==> src/rtl/irq_pkg.sv <==
// irq_pkg: shared constants and the service FSM state type for the
// interrupt pending front-end and its priority encoder.
package irq_pkg;

    localparam int N = 8;   // number of request lines
    localparam int W = 3;   // code width, log2(N)

    typedef enum logic {
        IDLE  = 1'b0,
        SERVE = 1'b1
    } state_t;

endpackage

==> src/rtl/req_edge_detect.sv <==
// req_edge_detect: registers the raw request lines and flags 0->1 transitions.
// Ports:
//   clk, rst  - clock, synchronous active-high reset
//   req       - raw level request lines
//   rise      - one-cycle pulse per line on a rising edge of req
module req_edge_detect
    import irq_pkg::*;
#(
    parameter int NL = N
) (
    input  logic          clk,
    input  logic          rst,
    input  logic [NL-1:0] req,
    output logic [NL-1:0] rise
);

    logic [NL-1:0] req_q;

    // req_q resets to 0, so a line held high through reset shows up as a
    // rise on the first cycle after reset releases.
    always_ff @(posedge clk) begin
        if (rst) req_q <= '0;
        else     req_q <= req;
    end

    genvar i;
    generate
        for (i = 0; i < NL; i++) begin : g_lane
            assign rise[i] = req[i] & ~req_q[i];
        end
    endgenerate

endmodule

==> src/rtl/irq_pending_ctrl.sv <==
// irq_pending_ctrl: captures request rising edges into a pending register,
// presents pending & mask to an external priority encoder, and issues the
// encoder's choice one at a time over a valid/ack handshake.
// Ports:
//   clk, rst   - clock, synchronous active-high reset
//   req        - raw request lines (level)
//   mask       - 1 = line enabled for service
//   enc_in     - to encoder, pending & mask (combinational)
//   enc_out    - encoder code
//   enc_idle   - encoder idle flag
//   irq_valid  - service request valid
//   irq_id     - index being serviced, stable while irq_valid
//   irq_ack    - consumer accepts irq_id
//   pending    - pending register
//   ovr        - sticky overrun flags, cleared when the line is acked
module irq_pending_ctrl
    import irq_pkg::*;
#(
    parameter int N_P = N,
    parameter int W_P = W
) (
    input  logic           clk,
    input  logic           rst,
    input  logic [N_P-1:0] req,
    input  logic [N_P-1:0] mask,
    output logic [N_P-1:0] enc_in,
    input  logic [W_P-1:0] enc_out,
    input  logic           enc_idle,
    output logic           irq_valid,
    output logic [W_P-1:0] irq_id,
    input  logic           irq_ack,
    output logic [N_P-1:0] pending,
    output logic [N_P-1:0] ovr
);

    state_t         state;
    logic [N_P-1:0] rise;
    logic [N_P-1:0] clr;

    req_edge_detect #(.NL(N_P)) u_edge (
        .clk  (clk),
        .rst  (rst),
        .req  (req),
        .rise (rise)
    );

    assign enc_in = pending & mask;

    // Ack only counts while serving; in IDLE it is ignored.
    assign clr = (state == SERVE && irq_ack)
               ? ({{(N_P-1){1'b0}}, 1'b1} << irq_id) : '0;

    // A rise wins over a same-cycle clear so the new event is never lost.
    // Overrun needs the bit to stay pending, so a rise that coincides with
    // its own ack is a fresh event, not an overrun.
    always_ff @(posedge clk) begin
        if (rst) begin
            pending <= '0;
            ovr     <= '0;
        end else begin
            pending <= (pending & ~clr) | rise;
            ovr     <= (ovr & ~clr) | (rise & pending & ~clr);
        end
    end

    // irq_id is frozen in SERVE; mask or pending changes cannot withdraw it.
    // Returning to IDLE for one cycle gives the guaranteed low gap and lets
    // the encoder see the cleared pending bit before the next pick.
    always_ff @(posedge clk) begin
        if (rst) begin
            state     <= IDLE;
            irq_valid <= 1'b0;
            irq_id    <= '0;
        end else begin
            case (state)
                IDLE: begin
                    if (!enc_idle) begin
                        irq_id    <= enc_out;
                        irq_valid <= 1'b1;
                        state     <= SERVE;
                    end
                end
                SERVE: begin
                    if (irq_ack) begin
                        irq_valid <= 1'b0;
                        state     <= IDLE;
                    end
                end
                default: begin
                    irq_valid <= 1'b0;
                    state     <= IDLE;
                end
            endcase
        end
    end

endmodule

==> config.mk <==
export PLATFORM = sky130hd
export DESIGN_NAME = irq_pending_ctrl
export DESIGN_NICKNAME = d
export VERILOG_FILES = /design/src/rtl/irq_pkg.sv /design/src/rtl/req_edge_detect.sv /design/src/rtl/irq_pending_ctrl.sv
export SDC_FILE = /design/constraint.sdc
export NUM_CORES = 1
export LEC_CHECK = 0
export ABC_AREA = 1
export CAP_MARGIN = 20
export CORE_MARGIN = 5
export CORE_UTILIZATION = 44
export CTS_CLUSTER_DIAMETER = 40
export CTS_CLUSTER_SIZE = 40
export DETAILED_ROUTE_END_ITERATION = 7
export PLACE_DENSITY = 0.89
export SLEW_MARGIN = 20
export SYNTH_ARGS = -nofsm -noshare
export SYNTH_HDL_FRONTEND = slang
export SYNTH_SLANG_ARGS = --single-unit
==> constraint.sdc <==
create_clock -name clk -period 2.7 [get_ports clk]
set_input_delay 0.81 -clock clk [delete_from_list [all_inputs] [get_ports clk]]
set_output_delay 0.81 -clock clk [all_outputs]
set_load 0.01 [all_outputs]
# ---- Yosys cells after proc, flatten, opt, wreduce, memory -nomap -nowiden
# Cells that the tools add are included.
dict set report word_totals {
  reg_bits 29
  inputBits 23
  elab_cells 45
  ram_bits 0
  rom_bits 0
  mem_count 0
  latchBits 0
  out_inout_bits 28
}
dict set report classes {
  div_mod_pow 0
  add_sub_neg 0
  mux 7
  n_eq_ne 2
  n_mul 0
  bitwise_logic 26
  order_cmp 0
  n_reduce_logical 3
  shift 1
}
# operator n
set ops {}
lappend ops {{AND 8 bit} 5}
lappend ops {{bitwise OR 8 bit} 2}
lappend ops {{inverter 1 bit} 10}
lappend ops {{AND 1 bit} 8}
lappend ops {{two-way mux 8 bit} 1}
lappend ops {{inverter 8 bit} 1}
lappend ops {{<< shifter 1 x 3 -> 8 bit, first input constant} 1}
lappend ops {{two-way mux 1 bit} 4}
lappend ops {{inequality test 2 bit, second input constant} 2}
lappend ops {{case mux 1 bit (2 select lines)} 2}
lappend ops {{AND reduction 2 bit} 2}
lappend ops {{logical AND 1 bit} 1}

# ---- Logic depth before layout (Yosys ltp)
dict set report logic_depth {
  depth_word 5
  ltp_mapped 5
  mapped_depth_nobuf 5
}

# ---- Modules after synthesis
# Synthesis repeated with hierarchy kept, for this count alone.
dict set report unflattened {
  hier_cells 156
  area_unflattened_um2 1171.1
}
# module instances area_each_um2 cells_each seq_area_each_um2
set by_module_without_submodules {}
lappend by_module_without_submodules {irq_pending_ctrl 1 889.6 123 420.4}
lappend by_module_without_submodules {req_edge_detect 1 281.5 33 160.2}

# ---- Worst setup path before layout
# No wires, ideal clock.
dict set report synth_path {
  kind {in2out}
  from {input port mask[3]}
  to {output port enc_in[3]}
  slack_ps 957
  required_time_ps 1890
  arrival_time_ps 933
  stages 2
  n_path_buf 0
  cell_sequence {nand2_1 > inv_1}
}
dict set report synth_between {
  elab_chain_cells 1
}
# item line_no
set synth_rtl {}
lappend synth_rtl {{from (decl)} irq_pending_ctrl.sv:25} ;# input logic [N_P-1:0] mask,
lappend synth_rtl {{AND 8 bit} irq_pending_ctrl.sv:47} ;# assign enc_in = pending & mask;
lappend synth_rtl {{to (decl)} irq_pending_ctrl.sv:26} ;# output logic [N_P-1:0] enc_in,
# No other way between the ends.

# ---- Worst setup path after layout
dict set report layout_path {
  from {input port mask[7]}
  to {output port enc_in[7]}
}
# Same word-level chain as after synthesis.

==> impl_metrics.toml <==
[logic_synthesis]
avgSynthCellArea_um2 = 7.29
synth_area_um2 = 1170
syn-num-nets = 184
postSynthCellCount = 161
ys_seq_area_share_pct = 49.5
synth-seq-cells = 29
synthDistinctLibCells = 14
yosys_warnings = 0

[sta]
max_freq_mhz = 411
finalSetupViolCount = 0
finalSetupTns_ns = 0
layout_min_cycle_time_ns = 2.43
worst_pin_slew_ns = 0.227
hold_viol_final = 0
skew_ns = 0.0138
hold_ws_ns = 0.446
min_period_over_period_pct = 90.0
slew_viol_final = 0
slew_headroom_pct = 84.8
rsz0062_at_grt = "false"

[grt]
grt_start_max_net_pins = 17
grt_pass1_wl_um = 4300
grt_pass1_vias = 1061
track_usage_pct = 15.5
antenna_found_initial = 0
overflow = 0

[detailed_routing]
first_pass_iters = 4
drc = 0
wl_um = 2560
vias = 1113
drt_iter0_markers = 30
viasPerCell = 4.51
wl_per_cell_um = 10.4
postRouteAntennaNets = 0

[placement]
portBuffers = 50
dp_hpwl_um = 1950
place.gp.congestion = 0.720

[clock_tree]
clock_path_buffers = 2
clock_latency_ns = 0.33
cts_tree = "yes"
clock-sinks = 29
worst_setup_hold_path_clk_slew_ns = 0.10
cts-buffers-inserted = 5
cts_root_buf = "clkbuf_4"
postCtsSetupBuffers = 0
htreeDepth = 2

[finish]
final_cell_mix = "42 x clkdlybuf4s50_1, 41 x nand2_1, 38 x inv_1"
antenna_cells = 0
drive_gt1_share_pct = 9.22
nFillCells = 201
syn_to_final_growth_pct = 48.9
final_common_cell = "clkdlybuf4s50_1"
nNetsFinal = 239

[worst_setup_path]
crit_required_ns = 1.89
crit_path_start_kind = "primary input"
worstPathArrival_ns = 1.62
critPathKind = "in -> out"
crit_fanout = 1
cp-end-kind = "output port"

[floorplan]
rows = 18
chipWidth_um = 61.6
start_util_pct = 46.5
io_pins = 51
core_um2 = 2520
die_area_um2 = 3800
die_h_um = 61.6

[pwr]
static-leakage-power_uw = 0.000874
power.density_nw_per_um2 = 514
peakVddDrop_uv = 410

[hold_path]
hold_class = "reg -> reg"

[flow_run]
cap_viol_max_count = 0

[status]
status = "complete, no violations"
sequential cells by signal (all words and copies together), names as in the netlist:
name and count:
irq_id 3, pending 8, u_edge.req_q 8, ovr 8, state 1, irq_valid 1
repair_timing:
| action | CTS | global route |
|---|---|---|
| hold buffers | 0 | 0 |
| resized for setup | 5 | 3 |
| endpoints found under the setup margin | 5 | 3 |
routing by layer:
metal  up-vias  part of all wire, %  track usage (%)
met3         6                   10             7.34
met1       482                   42             17.7
met4         0                  1.4             5.45
met5         -                    0                0
met2        35                   46             25.3
li1        590                    -                -
through the flow:
step	cells	setup WS (ns)	utilization [%]	power, uW	instance area [um^2]
2_1_floorplan	161	0.957	-	561	1170
3_3_place_gp	239	0.00811	67.1	656	1690
3_5_place_dp	239	-0.00541	67.1	660	1690
4_1_cts	247	0.00179	69.0	908	1740
5_1_grt	247	0.215	69.3	952	1750
6_report	247	0.270	69.3	898	1750
area by class of cell:
| type | count | area (um^2) | area share (%) |
|---|---|---|---|
| sequential | 29 | 581 | 33.2 |
| timing repair buffer | 51 | 509 | 29.1 |
| multi-input combinational | 90 | 419 | 24.0 |
| inverter | 39 | 146 | 8.38 |
| clock buffer | 5 | 37.5 | 2.15 |
| tap | 30 | 37.5 | 2.15 |
| clock inverter | 3 | 17.5 | 1.00 |
cell usage after synthesis:
cell | number | area share (%)
a21oi_1 | 15 | 6.4
a21oi_2 | 5 | 3.7
buf_2 | 1 | 0.43
buf_6 | 2 | 1.9
dfxtp_1 | 29 | 49
inv_1 | 38 | 12
inv_2 | 1 | 0.32
nand2_1 | 41 | 13
nand2_2 | 2 | 1.1
nand3_1 | 8 | 3.4
nor2_1 | 14 | 4.5
nor2_4 | 2 | 1.9
o21ai_0 | 2 | 0.85
o21ai_2 | 1 | 0.75
logic make-up after synthesis:
| kind of cell | after synthesis | share of synthesized area [%] |
|---|---|---|
| and+or+nand+nor | 67 | 24.0 |
| buffers and inverters | 42 | 14.8 |
| DFF | 29 | 49.5 |
| AOI/OAI and AO/OA | 23 | 11.7 |
critical path, stage by stage:
cell             delay (ns)
clkdlybuf4s50_1        0.45
nand2_1                0.05
inv_1                  0.05
dlygate4sd2_1          0.26
path summary, 6_finish.rpt:
check	startpoint	endpoint	slack [ns]	cells after the start
setup / recovery	mask[7]	enc_in[7]	0.27	4
hold / removal	ovr[2]	ovr[2]	0.45	2
setup reg to reg	irq_id[2]	pending[6]	1.71	5
hold reg to reg	ovr[2]	ovr[2]	0.45	2
report_power, final:
group | total, uW | internal (uW) | leakage [uW] | switching (uW)
logic | 169 | 94.6 | 0.000602 | 74.4
registers | 477 | 456 | 0.000240 | 20.4
clock network | 253 | 98.0 | 0.0000310 | 155
total | 898 | 649 | 0.000874 | 249
No activity file was read; power rests on OpenSTA's default activity.
